--- src/rtl/riscv_core_pkg.sv ---
// Shared decode definitions: immediate formats, opcodes, buffer states, entry layout.
package riscv_core_pkg;

    localparam int PKG_XLEN = 64;

    typedef enum logic [2:0] {
        IMM_I    = 3'b000,
        IMM_S    = 3'b001,
        IMM_B    = 3'b010,
        IMM_J    = 3'b011,
        IMM_U    = 3'b100,
        IMM_NONE = 3'b111
    } immsrc_e;

    localparam logic [6:0] OPC_LOAD     = 7'b0000011;
    localparam logic [6:0] OPC_OP_IMM   = 7'b0010011;
    localparam logic [6:0] OPC_OP_IMM32 = 7'b0011011;
    localparam logic [6:0] OPC_JALR     = 7'b1100111;
    localparam logic [6:0] OPC_SYSTEM   = 7'b1110011;
    localparam logic [6:0] OPC_STORE    = 7'b0100011;
    localparam logic [6:0] OPC_BRANCH   = 7'b1100011;
    localparam logic [6:0] OPC_JAL      = 7'b1101111;
    localparam logic [6:0] OPC_LUI      = 7'b0110111;
    localparam logic [6:0] OPC_AUIPC    = 7'b0010111;
    localparam logic [6:0] OPC_OP       = 7'b0110011;
    localparam logic [6:0] OPC_OP32     = 7'b0111011;
    localparam logic [6:0] OPC_AMO      = 7'b0101111;
    localparam logic [6:0] OPC_FENCE    = 7'b0001111;

    typedef enum logic [1:0] {
        EMPTY = 2'b00,
        ONE   = 2'b01,
        FULL  = 2'b10
    } decctrl_state_e;

    typedef struct packed {
        logic [31:0]         instr;
        logic [PKG_XLEN-1:0] pc;
        logic [PKG_XLEN-1:0] imm;
        immsrc_e             immsrc;
        logic                illegal;
    } entry_t;

    // Unknown opcodes fall into IMM_NONE so the extender yields zero.
    function automatic immsrc_e opcode_immsrc(input logic [6:0] opc);
        case (opc)
            OPC_LOAD, OPC_OP_IMM, OPC_OP_IMM32, OPC_JALR, OPC_SYSTEM: opcode_immsrc = IMM_I;
            OPC_STORE:             opcode_immsrc = IMM_S;
            OPC_BRANCH:            opcode_immsrc = IMM_B;
            OPC_JAL:               opcode_immsrc = IMM_J;
            OPC_LUI, OPC_AUIPC:    opcode_immsrc = IMM_U;
            default:               opcode_immsrc = IMM_NONE;
        endcase
    endfunction

    function automatic logic opcode_legal(input logic [6:0] opc);
        case (opc)
            OPC_LOAD, OPC_OP_IMM, OPC_OP_IMM32, OPC_JALR, OPC_SYSTEM,
            OPC_STORE, OPC_BRANCH, OPC_JAL, OPC_LUI, OPC_AUIPC,
            OPC_OP, OPC_OP32, OPC_AMO, OPC_FENCE: opcode_legal = 1'b1;
            default:                              opcode_legal = 1'b0;
        endcase
    endfunction

endpackage

--- src/rtl/riscv_core_decode_ctrl_if.sv ---
// Fetch-side and execute-side handshake bundle of the decode controller.
interface riscv_core_decode_ctrl_if;
    import riscv_core_pkg::*;

    logic                i_decctrl_flush;
    logic                i_decctrl_valid;
    logic                o_decctrl_ready;
    logic [31:0]         i_decctrl_instr;
    logic [PKG_XLEN-1:0] i_decctrl_pc;
    logic                o_decctrl_valid;
    logic                i_decctrl_ready;
    logic [31:0]         o_decctrl_instr;
    logic [PKG_XLEN-1:0] o_decctrl_pc;
    logic [PKG_XLEN-1:0] o_decctrl_imm;
    logic [2:0]          o_decctrl_immsrc;
    logic                o_decctrl_illegal;

    modport slave (
        input  i_decctrl_flush, i_decctrl_valid, i_decctrl_instr, i_decctrl_pc, i_decctrl_ready,
        output o_decctrl_ready, o_decctrl_valid, o_decctrl_instr, o_decctrl_pc,
               o_decctrl_imm, o_decctrl_immsrc, o_decctrl_illegal
    );

    modport master (
        output i_decctrl_flush, i_decctrl_valid, i_decctrl_instr, i_decctrl_pc, i_decctrl_ready,
        input  o_decctrl_ready, o_decctrl_valid, o_decctrl_instr, o_decctrl_pc,
               o_decctrl_imm, o_decctrl_immsrc, o_decctrl_illegal
    );

endinterface

--- src/rtl/riscv_core_immextend.sv ---
// Sign-extends the immediate field of instr[31:7] according to the format select.
module riscv_core_immextend
    import riscv_core_pkg::*;
(
    input  logic [31:7] i_imm_instr,
    input  immsrc_e     i_imm_src,
    output logic [63:0] o_imm_ext
);

    // Format-dependent bit gather; IMM_NONE and unused codes give zero.
    always_comb begin
        o_imm_ext = '0;
        case (i_imm_src)
            IMM_I:   o_imm_ext = {{52{i_imm_instr[31]}}, i_imm_instr[31:20]};
            IMM_S:   o_imm_ext = {{52{i_imm_instr[31]}}, i_imm_instr[31:25], i_imm_instr[11:7]};
            IMM_B:   o_imm_ext = {{51{i_imm_instr[31]}}, i_imm_instr[31], i_imm_instr[7],
                                  i_imm_instr[30:25], i_imm_instr[11:8], 1'b0};
            IMM_J:   o_imm_ext = {{43{i_imm_instr[31]}}, i_imm_instr[31], i_imm_instr[19:12],
                                  i_imm_instr[20], i_imm_instr[30:21], 1'b0};
            IMM_U:   o_imm_ext = {{32{i_imm_instr[31]}}, i_imm_instr[31:12], 12'b0};
            default: o_imm_ext = '0;
        endcase
    end

endmodule

--- src/rtl/riscv_core_decode_ctrl.sv ---
// Decode-stage controller: opcode classification, immediate extension and a
// two-entry skid buffer between fetch and execute.
//
//   state | meaning
//   EMPTY | no entry held; accepting
//   ONE   | OUT holds an entry; accepting
//   FULL  | OUT and SKID hold entries; fetch stalled
module riscv_core_decode_ctrl
    import riscv_core_pkg::*;
#(
    parameter int XLEN = 64
) (
    input  logic                     i_decctrl_clk,
    input  logic                     i_decctrl_rst,
    riscv_core_decode_ctrl_if.slave  bus
);

    decctrl_state_e  r_state;
    decctrl_state_e  w_next_state;
    entry_t          r_out;
    entry_t          r_skid;
    entry_t          w_in_entry;
    logic            r_ready;
    logic            w_accept;
    logic            w_drain;
    logic            w_load_out_in;
    logic            w_load_out_skid;
    logic            w_load_skid;
    immsrc_e         w_immsrc;
    logic [XLEN-1:0] w_imm;

    assign w_immsrc = opcode_immsrc(bus.i_decctrl_instr[6:0]);

    riscv_core_immextend u_immextend (
        .i_imm_instr (bus.i_decctrl_instr[31:7]),
        .i_imm_src   (w_immsrc),
        .o_imm_ext   (w_imm)
    );

    // Entry as it would be captured from the fetch side this cycle.
    always_comb begin
        w_in_entry         = '0;
        w_in_entry.instr   = bus.i_decctrl_instr;
        w_in_entry.pc      = bus.i_decctrl_pc;
        w_in_entry.imm     = w_imm;
        w_in_entry.immsrc  = w_immsrc;
        w_in_entry.illegal = ~opcode_legal(bus.i_decctrl_instr[6:0]);
    end

    // r_ready is already low in FULL, so accept needs no state term.
    assign w_accept = bus.i_decctrl_valid && r_ready;
    assign w_drain  = (r_state != EMPTY) && bus.i_decctrl_ready;

    // Next-state and entry-move decisions; flush outranks accept and drain.
    always_comb begin
        w_next_state    = r_state;
        w_load_out_in   = 1'b0;
        w_load_out_skid = 1'b0;
        w_load_skid     = 1'b0;
        if (bus.i_decctrl_flush) begin
            w_next_state = EMPTY;
        end else begin
            case (r_state)
                EMPTY: begin
                    if (w_accept) begin
                        w_load_out_in = 1'b1;
                        w_next_state  = ONE;
                    end
                end
                ONE: begin
                    if (w_accept && w_drain) begin
                        w_load_out_in = 1'b1;
                    end else if (w_accept) begin
                        w_load_skid  = 1'b1;
                        w_next_state = FULL;
                    end else if (w_drain) begin
                        w_next_state = EMPTY;
                    end
                end
                FULL: begin
                    if (w_drain) begin
                        w_load_out_skid = 1'b1;
                        w_next_state    = ONE;
                    end
                end
                default: w_next_state = EMPTY;
            endcase
        end
    end

    // State register; ready is registered from the next state so execute's
    // ready never reaches fetch combinationally.
    always_ff @(posedge i_decctrl_clk) begin
        if (i_decctrl_rst) begin
            r_state <= EMPTY;
            r_ready <= 1'b0;
        end else begin
            r_state <= w_next_state;
            r_ready <= (w_next_state != FULL);
        end
    end

    // Entry storage: OUT reloads from input or SKID, SKID from input.
    always_ff @(posedge i_decctrl_clk) begin
        if (i_decctrl_rst) begin
            r_out  <= '0;
            r_skid <= '0;
        end else begin
            if (w_load_out_in) begin
                r_out <= w_in_entry;
            end else if (w_load_out_skid) begin
                r_out <= r_skid;
            end
            if (w_load_skid) begin
                r_skid <= w_in_entry;
            end
        end
    end

    assign bus.o_decctrl_ready   = r_ready;
    assign bus.o_decctrl_valid   = (r_state != EMPTY);
    assign bus.o_decctrl_instr   = r_out.instr;
    assign bus.o_decctrl_pc      = r_out.pc;
    assign bus.o_decctrl_imm     = r_out.imm;
    assign bus.o_decctrl_immsrc  = r_out.immsrc;
    assign bus.o_decctrl_illegal = r_out.illegal;

endmodule
--- src/flat_wrapper.sv ---
// flat-port wrapper written by rule: the top's interface ports become plain ports
module riscv_core_decode_ctrl_flat import riscv_core_pkg::*;
#(
    parameter int XLEN = 64
)
  (i_decctrl_clk, i_decctrl_rst, bus_i_decctrl_flush, bus_i_decctrl_valid, bus_i_decctrl_instr, bus_i_decctrl_pc, bus_i_decctrl_ready, bus_o_decctrl_ready, bus_o_decctrl_valid, bus_o_decctrl_instr, bus_o_decctrl_pc, bus_o_decctrl_imm, bus_o_decctrl_immsrc, bus_o_decctrl_illegal);
  riscv_core_decode_ctrl_if bus_i ();
  input  logic i_decctrl_clk;
  input  logic i_decctrl_rst;
  input wire logic [$bits(bus_i.i_decctrl_flush)-1:0] bus_i_decctrl_flush;
  input wire logic [$bits(bus_i.i_decctrl_valid)-1:0] bus_i_decctrl_valid;
  input wire logic [$bits(bus_i.i_decctrl_instr)-1:0] bus_i_decctrl_instr;
  input wire logic [$bits(bus_i.i_decctrl_pc)-1:0] bus_i_decctrl_pc;
  input wire logic [$bits(bus_i.i_decctrl_ready)-1:0] bus_i_decctrl_ready;
  output wire logic [$bits(bus_i.o_decctrl_ready)-1:0] bus_o_decctrl_ready;
  output wire logic [$bits(bus_i.o_decctrl_valid)-1:0] bus_o_decctrl_valid;
  output wire logic [$bits(bus_i.o_decctrl_instr)-1:0] bus_o_decctrl_instr;
  output wire logic [$bits(bus_i.o_decctrl_pc)-1:0] bus_o_decctrl_pc;
  output wire logic [$bits(bus_i.o_decctrl_imm)-1:0] bus_o_decctrl_imm;
  output wire logic [$bits(bus_i.o_decctrl_immsrc)-1:0] bus_o_decctrl_immsrc;
  output wire logic [$bits(bus_i.o_decctrl_illegal)-1:0] bus_o_decctrl_illegal;
  assign bus_i.i_decctrl_flush = bus_i_decctrl_flush;
  assign bus_i.i_decctrl_valid = bus_i_decctrl_valid;
  assign bus_i.i_decctrl_instr = bus_i_decctrl_instr;
  assign bus_i.i_decctrl_pc = bus_i_decctrl_pc;
  assign bus_i.i_decctrl_ready = bus_i_decctrl_ready;
  assign bus_o_decctrl_ready = bus_i.o_decctrl_ready;
  assign bus_o_decctrl_valid = bus_i.o_decctrl_valid;
  assign bus_o_decctrl_instr = bus_i.o_decctrl_instr;
  assign bus_o_decctrl_pc = bus_i.o_decctrl_pc;
  assign bus_o_decctrl_imm = bus_i.o_decctrl_imm;
  assign bus_o_decctrl_immsrc = bus_i.o_decctrl_immsrc;
  assign bus_o_decctrl_illegal = bus_i.o_decctrl_illegal;
  riscv_core_decode_ctrl #(.XLEN(XLEN)) u_core (.i_decctrl_clk(i_decctrl_clk), .i_decctrl_rst(i_decctrl_rst), .bus(bus_i));
endmodule
--- config.mk ---
export PLATFORM = sky130hd
export DESIGN_NAME = riscv_core_decode_ctrl_flat
export DESIGN_NICKNAME = d
export VERILOG_FILES = /design/src/rtl/riscv_core_pkg.sv /design/src/rtl/riscv_core_decode_ctrl_if.sv /design/src/rtl/riscv_core_immextend.sv /design/src/rtl/riscv_core_decode_ctrl.sv /design/src/flat_wrapper.sv
export SDC_FILE = /design/constraint.sdc
export NUM_CORES = 1
export LEC_CHECK = 0
export CORE_ASPECT_RATIO = 0.75
export CORE_UTILIZATION = 58
export CTS_CLUSTER_SIZE = 25
export DETAILED_ROUTE_END_ITERATION = 6
export DONT_BUFFER_PORTS = 1
export PLACE_DENSITY_LB_ADDON = 0.08
export SKIP_LAST_GASP = 1
export SLEW_MARGIN = 20
export SYNTH_ARGS = -nofsm -noshare
export SYNTH_HDL_FRONTEND = slang
export SYNTH_HIERARCHICAL = 1
export SYNTH_SLANG_ARGS = --single-unit
--- constraint.sdc ---
create_clock -name i_decctrl_clk -period 3.66 [get_ports i_decctrl_clk]
set_input_delay 1.098 -clock i_decctrl_clk [delete_from_list [all_inputs] [get_ports i_decctrl_clk]]
set_output_delay 1.098 -clock i_decctrl_clk [all_outputs]
set_load 0.05 [all_outputs]
==> impl_metrics.tcl <==
set metrics [dict create \
    setup_viol 0 \
    rsz0062_at_grt "false" \
    fin_crit_ns 2.99 \
    cts_tree "yes" \
    outcome "finished, final reports clean" \
    synth_simple_gate_area_share_pct 14.4 \
    cts_buffers 34 \
    place_ws_ns 0.238 \
    synth-edff-count 0 \
    synth_ff_type "dfxtp_1" \
    final_common_cell "dfxtp_1" \
    grt_pass1_wl_um 52600 \
    worst_pin_slew_ns 0.856 \
    synth_top_family_by_area "compound AO/OA/AOI/OAI gates" \
    utilization_pct 62.2 \
    slew_violations 0 \
    dp_hpwl_um 21300 \
    clock-sinks 331 \
    synth_compound_area_share_pct 21.6 \
    end_kind "register" \
    cts_resized 0 \
    antenna_found_initial 0 \
    crit_chain "and2_1, o32ai_1, nand2_1, nor2b_1, a21oi_1, o22ai_1, nor2_1, a211oi_2" \
    tns_ns 0 \
    path_delay_family "simple AND/OR/NAND/NOR gates" \
    peakVddDrop_uv 332 \
    clock_latency_ns 0.50 \
    fillCellCount 2097 \
    crit_type "in -> reg" \
    grt_pass1_vias 9622 \
    required_ns 4.07 \
    yosys.cell_types.count 42 \
    drive_above_1_share_pct 16.7 \
    synth-warning-count 6 \
    post_cts_buffers 0 \
    final_cell_mix "331 x dfxtp_1, 326 x nand2_1, 178 x a21oi_1" \
    ys_seq_elements 331 \
    antenna_cells 0 \
    area_growth_pct 5.34 \
    synth-xor-area-share_pct 0.306 \
    start_util_pct 59.0 \
    clk_pin_slew_ns 0.06 \
    path_max_fanout 9 \
    cts_root_buf "clkbuf_16" \
    portBuffers 0 \
    max_freq_mhz 334 \
    holdBufCountCts 0 \
    wire_per_inst_um 18.5 \
    via_count 10500 \
    gp_congestion 0.808 \
    grt_overflow 0 \
    die_x_um 186 \
    route.detailed.drc 0 \
    clock_skew_ns 0.0188 \
    hold_class "reg -> reg" \
    fin_nets 1589 \
    syn-num-nets 1694 \
    drt-initial-drc-count 756 \
    dieArea_um2 26100 \
    slew_headroom_pct 42.4 \
    dp.cells 1790 \
    coreArea_um2 25000 \
    cts-htree-levels 2 \
    async_reset_ff_share_pct 0 \
    yosys.area.top_type "dfxtp_1" \
    p_per_area_nw_per_um2 490 \
    power_leakage_nw 4.99 \
    arrival_ns 3.40 \
    io-pin-count 267 \
    drv_cap 0 \
    hold_viol_final 0 \
    clockBufferDepth 3 \
    critPathBufInv 0 \
    drtAntennaViolNets 0 \
    grt_max_degree 332 \
    fin_crit_sh_pct 81.8 \
    num_rows 50 \
    grtUsageTotal_pct 25.2 \
    synth_mux_area_share_pct 11.4 \
    avgSynthCellArea_um2 9.25 \
    syn_area_um2 14700 \
    synthAdderAreaFrac_pct 0 \
    fin_cells 1844 \
    netlist_instances 1593 \
    wl_um 34000 \
    cp_slowest_cell "nor2b_1" \
    die_h_um 140 \
    yosysTopAreaCellShare_pct 45.0 \
    synthTopCellsByArea "dfxtp_1 45%, a211oi_2 14%, mux2i_1 11%, nand2_1 8.3%, a21oi_1 6.0%" \
    max_stage_delay_ns 0.58 \
    vias_per_cell 5.71 \
    finalWorstSetupSlack_ns 0.668 \
    crit_path_start_kind "input port" \
    yosysSeqAreaShare_pct 45.0 \
    drtPass1Iterations 7 \
]
[synth_stat cells, types with 6 or more instances]
cell and number:
buf_2 41, a211oi_2 160, nand2_1 327, o22ai_1 8, a211oi_1 6, dfxtp_1 331, clkbuf_1 57, nor2_1 174
mux2i_1 167, buf_6 22, nor2b_1 14, a21oi_1 178, clkbuf_4 7, buf_4 43, a21o_1 10
[final cells by class]
class / count / area (um^2) / share of cell area [%]
Inverter: 3 / 11.3 / 0.0725
Tap cell: 338 / 423 / 2.72
Timing Repair Buffer: 33 / 398 / 2.56
Multi-Input combinational cell: 1085 / 7060 / 45.5
Clock inverter: 8 / 47.5 / 0.306
Sequential cell: 331 / 6630 / 42.7
Clock buffer: 46 / 957 / 6.17
[registers in the layout, indices dropped and copies added, names as in the netlist]
name and count:
u_core/r_state 2, u_core/bus.o_decctrl_ready 1, u_core/bus.o_decctrl_instr 32, u_core/bus.o_decctrl_illegal 1, u_core/bus.o_decctrl_pc 64, u_core/bus.o_decctrl_immsrc 3, u_core/r_skid 164, u_core/bus.o_decctrl_imm 64
[per-layer routing]
layer | track usage (%) | part of all wire (%)
met2 | 36.0 | 42
met1 | 35.0 | 46
met3 | 9.93 | 10
met4 | 6.47 | 1.7
met5 | 0 | 0
[worst register-to-register path, cell delays in order, from the launching register on]
cell      delay (ns)
dfxtp_1         0.69
nand2_1         0.20
or4_4           0.71
buf_12          0.28
buf_4           0.31
nor2_1          0.20
a211oi_2        0.06
[logic make-up (layout without fill, tap and decap cells)]
kind of cell	after synthesis	in the layout
AOI/OAI and AO/OA	378	378
DFF	331	331
xor gates and xnor gates	3	3
and+or+nand+nor	536	536
buffers and inverters	177	90
muxes	168	168
[path summary, 6_finish.rpt]
path         slack (ns)  cells past startpoint                            to                        from
max reg2reg        1.09                      6  u_core/bus.o_decctrl_imm[55]  u_core/bus.o_decctrl_ready
max                0.67                      8  u_core/bus.o_decctrl_imm[18]      bus_i_decctrl_instr[4]
min reg2reg        0.45                      2            u_core/r_skid[134]          u_core/r_skid[134]
min                0.45                      2            u_core/r_skid[134]          u_core/r_skid[134]
[power breakdown]
part / switching [mW] / internal (mW)
combinational: 0.181 / 0.153
clock: 1.35 / 1.82
sequential: 0.402 / 3.70
[metrics by stage]
step	total power [mW]	area [um^2]	hold WS [ns]
3_5_place_dp	4.51	14500	0.443
4_1_cts	7.70	15500	0.452
5_1_grt	7.90	15500	0.472
3_3_place_gp	4.50	14500	0.438
2_1_floorplan	4.53	14700	0.436
6_report	7.61	15500	0.452
(Power assumes the default switching activity.)
